### config.mk
export PLATFORM = sky130hd
export DESIGN_NAME = lcd_bus_arbiter
export DESIGN_NICKNAME = d
export VERILOG_FILES = /design/src/rtl/lcd_pkg.sv /design/src/rtl/lcd_rr_arb.sv /design/src/rtl/lcd_bus_arbiter.sv
export SDC_FILE = /design/constraint.sdc
export NUM_CORES = 1
export LEC_CHECK = 0
export CAP_MARGIN = 20
export CORE_MARGIN = 3
export CORE_UTILIZATION = 37
export CTS_BUF_LIST = sky130_fd_sc_hd__clkbuf_16
export DETAILED_ROUTE_END_ITERATION = 10
export GPL_TIMING_DRIVEN = 0
export PLACE_DENSITY = 0.6
export SLEW_MARGIN = 20
export SYNTH_ARGS = -nofsm -noshare
export SYNTH_HDL_FRONTEND = slang
export SYNTH_SLANG_ARGS = --single-unit
### constraint.sdc
create_clock -name clk -period 6.2 [get_ports clk]
set_input_delay 1.24 -clock clk [delete_from_list [all_inputs] [get_ports clk]]
set_output_delay 1.24 -clock clk [all_outputs]
set_load 0.03 [all_outputs]
### src/rtl/lcd_pkg.sv
// Shared state encoding, default timing and the power-on command table
// for the LCD bus arbiter.
package lcd_pkg;

  typedef enum logic [2:0] {
    PWR_WAIT = 3'd0,
    INIT_CMD = 3'd1,
    IDLE     = 3'd2,
    SETUP    = 3'd3,
    PULSE    = 3'd4,
    WAIT     = 3'd5
  } lcd_state_e;

  // Default timing in clk cycles at 50 MHz.
  localparam int INIT_WAIT_DEF = 1000000;  // 20 ms power-on
  localparam int CMD_WAIT_DEF  = 4500;     // 90 us per normal command
  localparam int CLR_WAIT_DEF  = 82000;    // 1.64 ms for clear/home
  localparam int SETUP_CYC_DEF = 2;
  localparam int EN_WIDTH_DEF  = 13;

  localparam int NUM_INIT = 6;

  // Power-on command table: function set (x2), display off, clear,
  // entry mode, display on.
  function automatic logic [7:0] init_cmd(input logic [2:0] idx);
    case (idx)
      3'd0:    return 8'h30;
      3'd1:    return 8'h38;
      3'd2:    return 8'h08;
      3'd3:    return 8'h01;
      3'd4:    return 8'h06;
      default: return 8'h0C;
    endcase
  endfunction

  // Clear (0x01) and home (0x02) commands need the long execution wait.
  function automatic logic is_long_cmd(input logic rs, input logic [7:0] d);
    return !rs && (d == 8'h01 || d == 8'h02);
  endfunction

endpackage

### src/rtl/lcd_rr_arb.sv
// Two-way round-robin arbiter. On a tie the port not granted last wins;
// the last-grant register only moves when the grant is actually taken.
module lcd_rr_arb (
  input  logic       clk,
  input  logic       rst_n,
  input  logic [1:0] req_i,
  input  logic       upd_i,
  output logic [1:0] gnt_o
);

  logic last_q;  // 1: port 1 was granted last

  // Grant selection: single requester wins outright, a tie alternates.
  always_comb begin
    gnt_o = req_i;
    if (req_i == 2'b11) gnt_o = last_q ? 2'b01 : 2'b10;
  end

  // Remember who was served; reset value makes port 0 win the first tie.
  always_ff @(posedge clk or negedge rst_n) begin
    if (!rst_n)     last_q <= 1'b1;
    else if (upd_i) last_q <= gnt_o[1];
  end

endmodule

### src/rtl/lcd_bus_arbiter.sv
// Shares one HD44780-style write-only LCD bus between two requesters.
// After power-on it plays the six-command init table, then serves
// requests round-robin, one SETUP/PULSE/WAIT transaction at a time.
// Assumes INIT_WAIT >= 2, SETUP_CYC >= 1, EN_WIDTH >= 1 and both
// transaction lengths longer than SETUP_CYC + EN_WIDTH.
module lcd_bus_arbiter
  import lcd_pkg::*;
#(
  parameter int INIT_WAIT = INIT_WAIT_DEF,
  parameter int CMD_WAIT  = CMD_WAIT_DEF,
  parameter int CLR_WAIT  = CLR_WAIT_DEF,
  parameter int SETUP_CYC = SETUP_CYC_DEF,
  parameter int EN_WIDTH  = EN_WIDTH_DEF
) (
  input  logic       clk,
  input  logic       rst_n,
  input  logic       req0,
  input  logic       req1,
  input  logic       rs0,
  input  logic       rs1,
  input  logic [7:0] data0,
  input  logic [7:0] data1,
  output logic       ack0,
  output logic       ack1,
  output logic       busy,
  output logic       init_done,
  output logic       LCD_EN,
  output logic       LCD_RW,
  output logic       LCD_RS,
  output logic [7:0] LCD_DATA
);

  // PWR_WAIT plus the one-cycle INIT_CMD together span INIT_WAIT cycles.
  localparam logic [31:0] PWR_LAST   = 32'(INIT_WAIT - 2);
  localparam logic [31:0] SETUP_LAST = 32'(SETUP_CYC - 1);
  localparam logic [31:0] PULSE_LAST = 32'(SETUP_CYC + EN_WIDTH - 1);
  localparam logic [31:0] CMD_LAST   = 32'(CMD_WAIT - 1);
  localparam logic [31:0] CLR_LAST   = 32'(CLR_WAIT - 1);

  lcd_state_e  state_q, state_d;
  logic [31:0] cnt_q, cnt_d;
  logic [2:0]  idx_q, idx_d;
  logic        init_done_q, init_done_d;
  logic        rs_q, rs_d;
  logic [7:0]  data_q, data_d;
  logic        clr_q, clr_d;
  logic [1:0]  ack_q, ack_d;

  logic [1:0]  gnt;
  logic        arb_upd;
  logic        load_init;
  logic        load_req;

  lcd_rr_arb u_arb (
    .clk   (clk),
    .rst_n (rst_n),
    .req_i ({req1, req0}),
    .upd_i (arb_upd),
    .gnt_o (gnt)
  );

  // Next-state logic. Every transaction start (init or user) goes through
  // one common load path so timing is identical for both.
  always_comb begin
    state_d     = state_q;
    cnt_d       = cnt_q + 32'd1;
    idx_d       = idx_q;
    init_done_d = init_done_q;
    rs_d        = rs_q;
    data_d      = data_q;
    clr_d       = clr_q;
    ack_d       = 2'b00;
    arb_upd     = 1'b0;
    load_init   = 1'b0;
    load_req    = 1'b0;

    case (state_q)
      PWR_WAIT: if (cnt_q == PWR_LAST) state_d = INIT_CMD;
      INIT_CMD: load_init = 1'b1;
      IDLE: begin
        cnt_d    = cnt_q;
        load_req = |gnt;
      end
      SETUP:    if (cnt_q == SETUP_LAST) state_d = PULSE;
      PULSE:    if (cnt_q == PULSE_LAST) state_d = WAIT;
      WAIT: begin
        if (cnt_q == (clr_q ? CLR_LAST : CMD_LAST)) begin
          if (!init_done_q) begin
            if (idx_q == 3'(NUM_INIT - 1)) begin
              init_done_d = 1'b1;
              state_d     = IDLE;
              cnt_d       = 32'd0;
            end else begin
              idx_d     = idx_q + 3'd1;
              load_init = 1'b1;
            end
          end else if (|gnt) begin
            // A waiting request chains straight into the next SETUP.
            load_req = 1'b1;
          end else begin
            state_d = IDLE;
            cnt_d   = 32'd0;
          end
        end
      end
      default: begin
        state_d = PWR_WAIT;
        cnt_d   = 32'd0;
      end
    endcase

    if (load_init) begin
      state_d = SETUP;
      cnt_d   = 32'd0;
      rs_d    = 1'b0;
      data_d  = init_cmd(idx_d);
      clr_d   = is_long_cmd(rs_d, data_d);
    end

    if (load_req) begin
      state_d = SETUP;
      cnt_d   = 32'd0;
      rs_d    = gnt[1] ? rs1 : rs0;
      data_d  = gnt[1] ? data1 : data0;
      clr_d   = is_long_cmd(rs_d, data_d);
      ack_d   = gnt;
      arb_upd = 1'b1;
    end
  end

  // State, counter and latched bus values; reset aborts any transaction.
  always_ff @(posedge clk or negedge rst_n) begin
    if (!rst_n) begin
      state_q     <= PWR_WAIT;
      cnt_q       <= 32'd0;
      idx_q       <= 3'd0;
      init_done_q <= 1'b0;
      rs_q        <= 1'b0;
      data_q      <= 8'h00;
      clr_q       <= 1'b0;
      ack_q       <= 2'b00;
    end else begin
      state_q     <= state_d;
      cnt_q       <= cnt_d;
      idx_q       <= idx_d;
      init_done_q <= init_done_d;
      rs_q        <= rs_d;
      data_q      <= data_d;
      clr_q       <= clr_d;
      ack_q       <= ack_d;
    end
  end

  assign ack0      = ack_q[0];
  assign ack1      = ack_q[1];
  assign busy      = (state_q != IDLE);
  assign init_done = init_done_q;
  assign LCD_EN    = (state_q == PULSE);
  assign LCD_RW    = 1'b0;
  assign LCD_RS    = rs_q;
  assign LCD_DATA  = data_q;

endmodule

Word-level counts from Yosys, hierarchy flattened --
Cells that the tools add are included.
Storage, ports and cells: register bits after elaboration 52, output and inout bits 15, bits of input ports 22, logic and storage cells 97
Cells by class: add/subtract/negate cells 2, equality and inequality tests 28, muxes and demuxes 46, reductions and logical operators 12
Operator list (count):
- 32-bit two-way mux | 6
- 32-bit case mux with 3 select lines | 1
- 3-bit two-way mux | 13
- 32-bit by 1-bit adder with 32-bit output (second input constant) | 1
- 32-bit by 1-bit equality test with 1-bit output (second input constant) | 1
- 32-bit by 17-bit equality test with 1-bit output | 1
- 32-bit by 20-bit equality test with 1-bit output (second input constant) | 1
- 32-bit by 4-bit equality test with 1-bit output (second input constant) | 1
- 8-bit two-way mux | 4
- 6-bit case mux with 5 select lines | 1
- 17-bit two-way mux | 1
- 8-bit by 1-bit equality test with 1-bit output (second input constant) | 2
- 8-bit by 2-bit equality test with 1-bit output (second input constant) | 2
- 3-bit case mux with 5 select lines | 1
- 1-bit two-way mux | 14
- 3-bit by 2-bit equality test with 1-bit output (second input constant) | 4
- 3-bit equality test (second input constant) | 4
- 4-bit != test (second input constant) | 3
- 5-bit != test (second input constant) | 2
- 7-bit AND reduction | 1
- 3-bit by 1-bit equality test with 1-bit output (second input constant) | 2
- 3-bit logical NOT | 2
- 2-bit two-way mux | 3
- 4-bit by 1-bit != test with 1-bit output (second input constant) | 1
- 13 further kinds | 16

Depth between registers and ports, before layout --
Gate-level depths: netlist of run 1.
depth in word-level cells 12, gate-level depth with buffers 8, mapped depth without buffers 8

Cells and area by module --
A second synthesis of run 1 with hierarchy kept.
Second synthesis, totals: cells, all modules 329, area total of the unflattened synthesis 3032.9 µm²
Modules (own cells, without submodules):
- lcd_bus_arbiter | area each 2969.1 µm², instances 1, cells each 324
- lcd_rr_arb | area each 63.8 µm², instances 1, cells each 5

Least setup slack after synthesis of run 1 --
No wires, ideal clock.
path kind register to register, start point register cnt_q[2], end point register clr_q, arrival time 2.597 ns, slack 3.479 ns, required time 6.076 ns, setup time 0.124 ns, stages on the path, launching flop included 7, buffers on the path 0, path through dfrtp_1 > or4_1 > or4_4 > a211oi_4 > a31oi_1 > and3_1 > a211o_1
On the way: word-level cells in the longest chain between the ends 10, elaborated cells between the ends (all ways) 20, those cells by class eq/ne (7); mux (10); reduce/logical (3)
RTL lines:
- start, declared | line lcd_bus_arbiter.sv:41 | logic [31:0] cnt_q, cnt_d;
- start signal, assigned | line lcd_bus_arbiter.sv:144 | cnt_q <= cnt_d;
- 32-bit by 17-bit equality test with 1-bit output * | line lcd_bus_arbiter.sv:87 | if (cnt_q == (clr_q ? CLR_LAST : CMD_LAST)) begin
- 3-bit two-way mux | line lcd_bus_arbiter.sv:87
- 3-bit two-way mux | line lcd_bus_arbiter.sv:77 | case (state_q)
- 3-bit equality test (tied with other cells) | line lcd_pkg.sv:26 | case (idx)
- 6-bit case mux with 5 select lines | line lcd_pkg.sv:26
- 8-bit two-way mux | line lcd_bus_arbiter.sv:112 | if (load_init) begin
- 8-bit by 1-bit equality test with 1-bit output / 8-bit by 2-bit equality test with 1-bit output (equally long branches) | line lcd_pkg.sv:38 | return !rs && (d == 8'h01 || d == 8'h02);
- 1-bit logical OR | line lcd_pkg.sv:38
- 1-bit two-way mux | line lcd_bus_arbiter.sv:112
- 1-bit two-way mux | line lcd_bus_arbiter.sv:120 | if (load_req) begin
- end signal, assigned | line lcd_bus_arbiter.sv:149 | clr_q <= clr_d;
- end, declared | line lcd_bus_arbiter.sv:46 | logic clr_q, clr_d;
Every way passes the cells marked *; elsewhere a longest branch is shown, timed or not. The select of a mux whose other input is x is not followed. A chain may end at the register's enable or synchronous reset.

Worst setup path after layout of run 1 --
start point input req0, end point register data_q[0] (netlist: LCD_DATA[0])
On the way: word-level cells in the longest chain between the ends 8, elaborated cells between the ends (all ways) 10, those cells by class eq/ne (1); mux (7); reduce/logical (2)
RTL lines:
- start, declared | line lcd_bus_arbiter.sv:17 | input logic req0,
- 2-bit equality test | line lcd_rr_arb.sv:16 | if (req_i == 2'b11) gnt_o = last_q ? 2'b01 : 2'b10;
- 2-bit two-way mux * | line lcd_rr_arb.sv:16
- 2-bit OR reduction | line lcd_bus_arbiter.sv:82, lcd_bus_arbiter.sv:97
- 1-bit two-way mux | line lcd_bus_arbiter.sv:97 | end else if (|gnt) begin
- 1-bit two-way mux | line lcd_bus_arbiter.sv:88 | if (!init_done_q) begin
- 1-bit two-way mux | line lcd_bus_arbiter.sv:87
- 1-bit case mux with 2 select lines | line lcd_bus_arbiter.sv:77
- 8-bit two-way mux / 2-bit nonzero test (equally long branches)
- end signal, assigned | line lcd_bus_arbiter.sv:148 | data_q <= data_d;
- end, declared | line lcd_bus_arbiter.sv:45 | logic [7:0] data_q, data_d;
Every way passes the cells marked *; elsewhere a longest branch is shown, timed or not.

==> metrics.md, run 1 <==
| Metric | Value |
|---|---|
| Outcome | `completed` |
| Top Ports | `37` |
| Ys flop type | `dfrtp_1` |
| Cell mode on critical path | `or2_2` |
| CTS resizes | `0` |
| Routability cong. | `roughly 0.81` |
| Core footprint | `8464 um^2` |
| Synth top area share | `38.56%` |
| Clock latency on the worst-skew pair | `0.29 ns` |
| Clock buffer depth | `2` |
| Adder-Cell Fraction of Synth Area | `1.890%` |
| Commonest cells post-synth | `dfrtp_1 (51), nor2_1 (28), nand2_1 (25)` |
| Number of fill cells in the layout | `around 800` |
| Routed Antenna Nets | `0` |
| Sink Count | `52` |
| Overall die height | `between 100 and 150 um` |
| Top post-synthesis cells by area | `dfrtp_1 (39%), xor2_1 (4.5%), nor2_2 (4.0%)` |
| Area share of and/or/nand/nor cells after synthesis | `28.02%` |
| Largest family of logic cells by synthesized area | `simple AND/OR/NAND/NOR gates` |
| RR Endpoint | `cnt_q[26]` |
| Largest delay contributor family on the critical path | `compound AO/OA/AOI/OAI gates` |
| DRC viols | `0` |
| Synth Area per Inst | `9.429 um^2` |
| Final Critical Period | `3.350 ns` |
| Critical setup path kind | `in2reg` |
| M2 GR Usage | `25.59%` |
| Initial DRC Count | `110` |
| Post-Synth XOR/XNOR Area | `about 7%` |
| Global-route wire length before repair | `approximately 14000 um` |
| Vias/cell | `5.519` |
| CTS tree | `yes` |
| Post-synthesis compound-gate area fraction | `16.33%` |
| Max Clk Rate | `298.5 MHz` |
| Gr busiest metal | `met2` |
| DIE AREA | `approximately 10000 um^2` |
| Pwr Density | `345.5 nW/um^2` |
| DR vias | `2754` |
| Startpoint types | `input port` |
| Tot GR Track Use | `16.68%` |
| CP Capture Type | `register` |
| Share of layout cells above drive strength 1 | `14.97%` |
| Initial Utilization | `39.10%` |
| Hold endpoint | `LCD_DATA[7]` |
| Routed WL | `7924 um` |
| Hold Path Origin | `LCD_DATA[7]` |
| Area after DPL | `3800 um^2` |
| Diodes inserted | `0` |
| Worst-Margin Slew | `between 0.9 and 1 ns` |
| Post-synthesis sequential area ratio | `around two fifths` |
| Post-synth cell types | `69` |
| Final Cell Area | `3936 um^2` |
| Number of setup violations in the final report | `0` |
| Initial antenna violation count | `0` |
| CTS buffer count | `5` |
| RSZ-0062 raised after global routing | `no` |
| Met1 Usage GRT | `23.93%` |
| CP cell instances | `clkdlybuf4s50_1, o21ai_0, or2_2, a2111oi_2, or2_2, nor2_1, a221o_1` |
| Mapped Cells | `351` |
| Synthesized flop and latch total | `52` |
| R2R setup slack | `3.18 ns` |
| Setup Skew | `approximately 0.0084 ns` |
| YS warnings | `0` |
| Root buf cell | `clkbuf_16` |
| CTS Hold Bufs | `0` |
| Crit path arrival time | `3.53 ns` |
| FFs w/ async S/R, synth | `100.0%` |
| Wire per inst | `15.88 um` |
| Vias in the first global route | `2739` |
| Static Leak | `0.001584 uW` |
| Count leader, synth | `dfrtp_1` |
| Hold depth | `1` |
| Reg2Reg Depth | `7` |
| Post-synthesis cell area | `3309 um^2` |
| Cell accounting for the most synthesized area | `dfrtp_1` |
| Max-slew violations | `0` |
| Rows | `33` |
| Setup TNS | `0 ns` |
| Peak VDD IR | `around 0.16 mV` |
| Post-synth EDFFs | `0` |
| Slowest CP cell | `clkdlybuf4s50_1` |
| Final hold violation count | `0` |
| Placed wire-length estimate | `5889 um` |
| Period utilisation layout | `a little over half` |
| # H-tree levels | `2` |
| Critical path required time | `between 6 and 7 ns` |
| Layout area overhead | `18.94%` |
| Worst rel slew slack | `38.88%` |
| Worst-path clk slew | `0.07 ns` |
| RR Startpoint | `cnt_q[2]` |
| First-pass iteration count of the detailed router | `4` |
| Post-synthesis mux area share | `under 10%` |
| Worst hold path type | `reg2reg` |
| Met3 Use GR | `2.837%` |
| Post-synth net total | `around 380` |
| Grt ovf | `0` |
| Pin count of the biggest net entering global routing | `53` |
| Postcts setup bufs | `0` |
| Crit-path max FO | `7` |
| Worst Path Buf+Inv | `1` |
| Max-cap viol count | `0` |
| CP max stage delay | `0.62 ns` |
| Die W | `100.6 um` |
| Final nets | `420` |
| Number of port buffers | `35` |
[worst max-delay path by stage]
| stage | from | end | slack, ns | cells after the start |
|---|---|---|---|---|
| after floorplan | cnt_q[2] | clr_q | 3.48 | 6 |
| after global routing | req0 | LCD_DATA[0] | 2.76 | 7 |
| after detailed placement | req0 | LCD_DATA[0] | 2.58 | 7 |
| final | req0 | LCD_DATA[0] | 2.85 | 7 |
| after global placement | rst_n | ack_q[1] | 2.21 | 1 |
| after CTS | req0 | LCD_DATA[0] | 2.86 | 7 |
[metal layers]
layer	vias to the layer above	routed length [um]
li1	1352	-
met1	1336	3853
met2	56	3653
met3	10	278
met4	0	139
met5	-	0
[registers in the layout, summed over array words and instances (netlist names)]
name          count
u_arb.last_q      1
cnt_q            32
idx_q             3
clr_q             1
ack_q             2
LCD_RS            1
state_q           3
init_done         1
LCD_DATA          8
[layout make-up]
type                            count  area, um^2  area share, %
Multi-Input combinational cell    271        1874          47.62
Tap cell                          105       131.4          3.338
Sequential cell                    52        1303          33.09
Clock inverter                      3       11.26         0.2861
Inverter                           12       45.04          1.144
Clock buffer                        5       125.1          3.179
Timing Repair Buffer               35       347.8          8.837
Buffer                             16       98.84          2.511
[layout by cell type (no fill, tap or decap), types with 3 or more instances in the layout]
master           count
nor2_1              28
or2_2                4
nand2_1             25
ha_1                 5
xor2_1              17
o21ai_0              6
a31oi_1              8
nand4_1             10
clkdlybuf4s50_1     34
and2_1               6
o21ai_1              3
nand3_1             13
nor2b_1              3
inv_1               14
nor2_2              21
nor4_1              10
or3_1                3
a21oi_1             10
and3_1               8
nor3_1               9
o2bb2ai_1            3
clkbuf_16            5
and4_1               4
clkbuf_1             9
xnor2_1              9
buf_6                3
dfrtp_1             51
mux2i_1              9
buf_4                4
nor4b_1              3
o22ai_1              5
[cell families after synthesis]
| kind of cell | count (synthesis) |
|---|---|
| buffers and inverters | 28 |
| multiplexers | 10 |
| AO/OA/AOI/OAI | 65 |
| XOR/XNOR | 26 |
| adder cells (fa/ha/maj) | 5 |
| other | 1 |
| AND/OR/NAND/NOR | 164 |
| flip-flops | 52 |
[through the flow]
stage / hold WS (ns) / setup slack [ns] / util (%) / instances / total power, uW
floorplan: 0.5083 / 3.479 / - / 351 / 890.6
global placement: 0.4774 / 2.208 / 44.79 / 491 / 1093
detailed placement: 0.4793 / 2.576 / 44.89 / 491 / 1099
CTS: 0.4990 / 2.860 / 46.50 / 499 / 1372
global route: 0.5255 / 2.763 / 46.50 / 499 / 1448
finish: 0.4932 / 2.850 / 46.50 / 499 / 1360
[worst reg2reg max path, cell delays in order, from the launching register on]
cell and delay [ns]:
dfrtp_1 0.44, or4_1 0.53, or4_4 0.60, a211oi_4 0.44, o21ai_4 0.16, a211oi_4 0.46
buf_6 0.24, nor2_2 0.06
[power by group]
part           total (uW)  switching, uW  internal (uW)
Sequential            432           35.0            397
Clock                 270            124            146
Combinational         657            412            245
No activity file was read; power rests on OpenSTA's default activity.
==> inputs of run 2 (changes only) <==
==> constraint.sdc (replaced) <==
create_clock -name clk -period 3.2 [get_ports clk]
set_input_delay 0.64 -clock clk [delete_from_list [all_inputs] [get_ports clk]]
set_output_delay 0.64 -clock clk [all_outputs]
set_load 0.03 [all_outputs]
==> metrics.md, run 2 (same netlist as run 1, synthesis figures left out) <==
| Metric | Value |
|---|---|
| Vias/cell | `5.517 (about the same)` |
| Critical setup path kind | `reg2reg` |
| Startpoint types | `register` |
| Met3 WL | `307 um (+10%)` |
| Die W | `100.6 um (unchanged)` |
| Root buf cell | `clkbuf_16` |
| Largest Register | `cnt_q` |
| Top Ports | `37 (unchanged)` |
| Pwr Density | `666.6 nW/um^2 (+93%)` |
| Max-slew violations | `0 (unchanged)` |
| Critical path required time | `3.38 ns (-3.00 ns)` |
| DRC viols | `0 (unchanged)` |
| Clock latency on the worst-skew pair | `0.29 ns (about the same)` |
| Worst-Margin Slew | `0.9176 ns (+0.008545 ns)` |
| Seq. cell area | `1303 um^2 (unchanged)` |
| Max-cap viol count | `0 (unchanged)` |
| Initial Utilization | `39.10% (unchanged)` |
| Met2 WL | `3677 um (+0.66%)` |
| # H-tree levels | `2 (unchanged)` |
| Routability cong. | `0.8086 (unchanged)` |
| Top sig layer | `met4` |
| Number of flip-flops in the largest register | `32 (unchanged)` |
| Share of layout cells above drive strength 1 | `15.40% (+0.43 points)` |
| Metal-1 WL | `3806 um (-1.2%)` |
| CTS tree | `yes` |
| Rows | `33 (unchanged)` |
| Vias in the first global route | `2739 (unchanged)` |
| Worst rel slew slack | `38.36% (-0.52 points)` |
| Global-route wire length before repair | `13590 um (unchanged)` |
| Setup Skew | `0.008603 ns (+0.0002348 ns)` |
| CTS Hold Bufs | `0 (unchanged)` |
| Overall die height | `100.6 um (unchanged)` |
| Sink Count | `52 (unchanged)` |
| Outcome | `completed` |
| DIE AREA | `10120 um^2 (unchanged)` |
| Most frequent cells in the layout | `dfrtp_1 (51), clkdlybuf4s50_1 (34), nor2_1 (28)` |
| Diodes inserted | `0 (unchanged)` |
| Initial DRC Count | `125 (+14%)` |
| Peak VDD IR | `0.3106 mV (+94%)` |
| Crit-path max FO | `10 (+3)` |
| CP Capture Type | `register` |
| Static Leak | `0.001592 uW (+0.52%)` |
| Hold_ws | `0.3729 ns (-0.1203 ns)` |
| Max Clk Rate | `between 300 and 400 MHz` |
| Tot GR Track Use | `16.68% (unchanged)` |
| RSZ-0062 raised after global routing | `no` |
| Final nets | `422 (+0.48%)` |
| CTS buffer count | `5 (unchanged)` |
| Commonest non-fill, non-tap cell in the layout | `dfrtp_1` |
| Number of setup violations in the final report | `0 (unchanged)` |
| Postcts setup bufs | `0 (unchanged)` |
| Area occupied by multi-input gates | `1874 um^2 (unchanged)` |
| Number of port buffers | `35 (unchanged)` |
| Grt ovf | `0 (unchanged)` |
| CTS resizes | `0 (unchanged)` |
| Pin count of the biggest net entering global routing | `53 (unchanged)` |
| Initial antenna violation count | `0 (unchanged)` |
| Period utilisation layout | `between 90% and 100%` |
| Routed Antenna Nets | `0 (unchanged)` |
| Core footprint | `8464 um^2 (unchanged)` |
| Final hold violation count | `0 (unchanged)` |
| Placed wire-length estimate | `5889 um (unchanged)` |
| DR vias | `2764 (+0.36%)` |
| Worst-path clk slew | `0.07 ns (about the same)` |
| Crit path arrival time | `3.19 ns (-0.34 ns)` |
| Wire per inst | `15.83 um (-0.31%)` |
| Final Critical Period | `3.013 ns` |
| First-pass iteration count of the detailed router | `4 (unchanged)` |
| Routed WL | `7931 um (about the same)` |
| Number of fill cells in the layout | `789 (-0.38%)` |
| Setup TNS | `0 ns (unchanged)` |
| Worst hold path type | `in2async` |
| Clock buffer depth | `2 (unchanged)` |
| Layout area overhead | `19.40%` |
-- run 2: through the flow --
| stage | std cells | power [uW] | instance area (um^2) | utilization (%) | worst slack, ns |
|---|---|---|---|---|---|
| after global routing | 501 | 2805 | 3951 | 46.68 | 0.01915 |
| final | 501 | 2634 | 3951 | 46.68 | 0.1868 |
| after CTS | 499 | 2658 | 3936 | 46.50 | 0.1723 |
| after floorplan | 351 | 1725 | 3309 | - | 0.4788 |
| after global placement | 491 | 2117 | 3791 | 44.79 | -0.1918 |
| after detailed placement | 491 | 2129 | 3800 | 44.89 | 0.1755 |
-- run 2: critical path, cell delays in order, from the launching register on --
cell and delay, ns:
dfrtp_1 0.44, or4_1 0.53, or4_4 0.60, a211oi_4 0.43
o21ai_4 0.16, a211oi_4 0.46, buf_6 0.23, nor2_2 0.06
-- run 2: layer usage --
layer | global-route usage [%] | vias up
met3 | 2.837 | 10
li1 | - | 1355
met1 | 23.93 | 1341
met4 | 5.285 | 0
met2 | 25.59 | 58
met5 | 0 | -
-- run 2: layout make-up --
cell class                      instances  share of cell area [%]
Timing Repair Buffer                   37                   9.183
Inverter                               12                   1.140
Multi-Input combinational cell        271                   47.44
Clock inverter                          3                  0.2850
Buffer                                 16                   2.502
Tap cell                              105                   3.325
Clock buffer                            5                   3.167
Sequential cell                        52                   32.96
-- run 2: final timing paths --
kind	start	endpoint	slack, ns	depth (start not counted)
max	cnt_q[2]	cnt_q[26]	0.19	7
min	rst_n	cnt_q[30]	0.37	1
max reg2reg	cnt_q[2]	cnt_q[26]	0.19	7
min reg2reg	LCD_DATA[7]	LCD_DATA[7]	0.49	1
max in group asynchronous	rst_n	state_q[2]	2.34	1
min in group clk	LCD_DATA[7]	LCD_DATA[7]	0.49	1
-- run 2: report_power, final --
part / leakage [uW] / switching [uW] / total (uW) / internal [uW]
combinational: 0.000820 / 798 / 1270 / 475
clock: 0.0000738 / 240 / 523 / 283
sequential: 0.000698 / 67.7 / 838 / 770
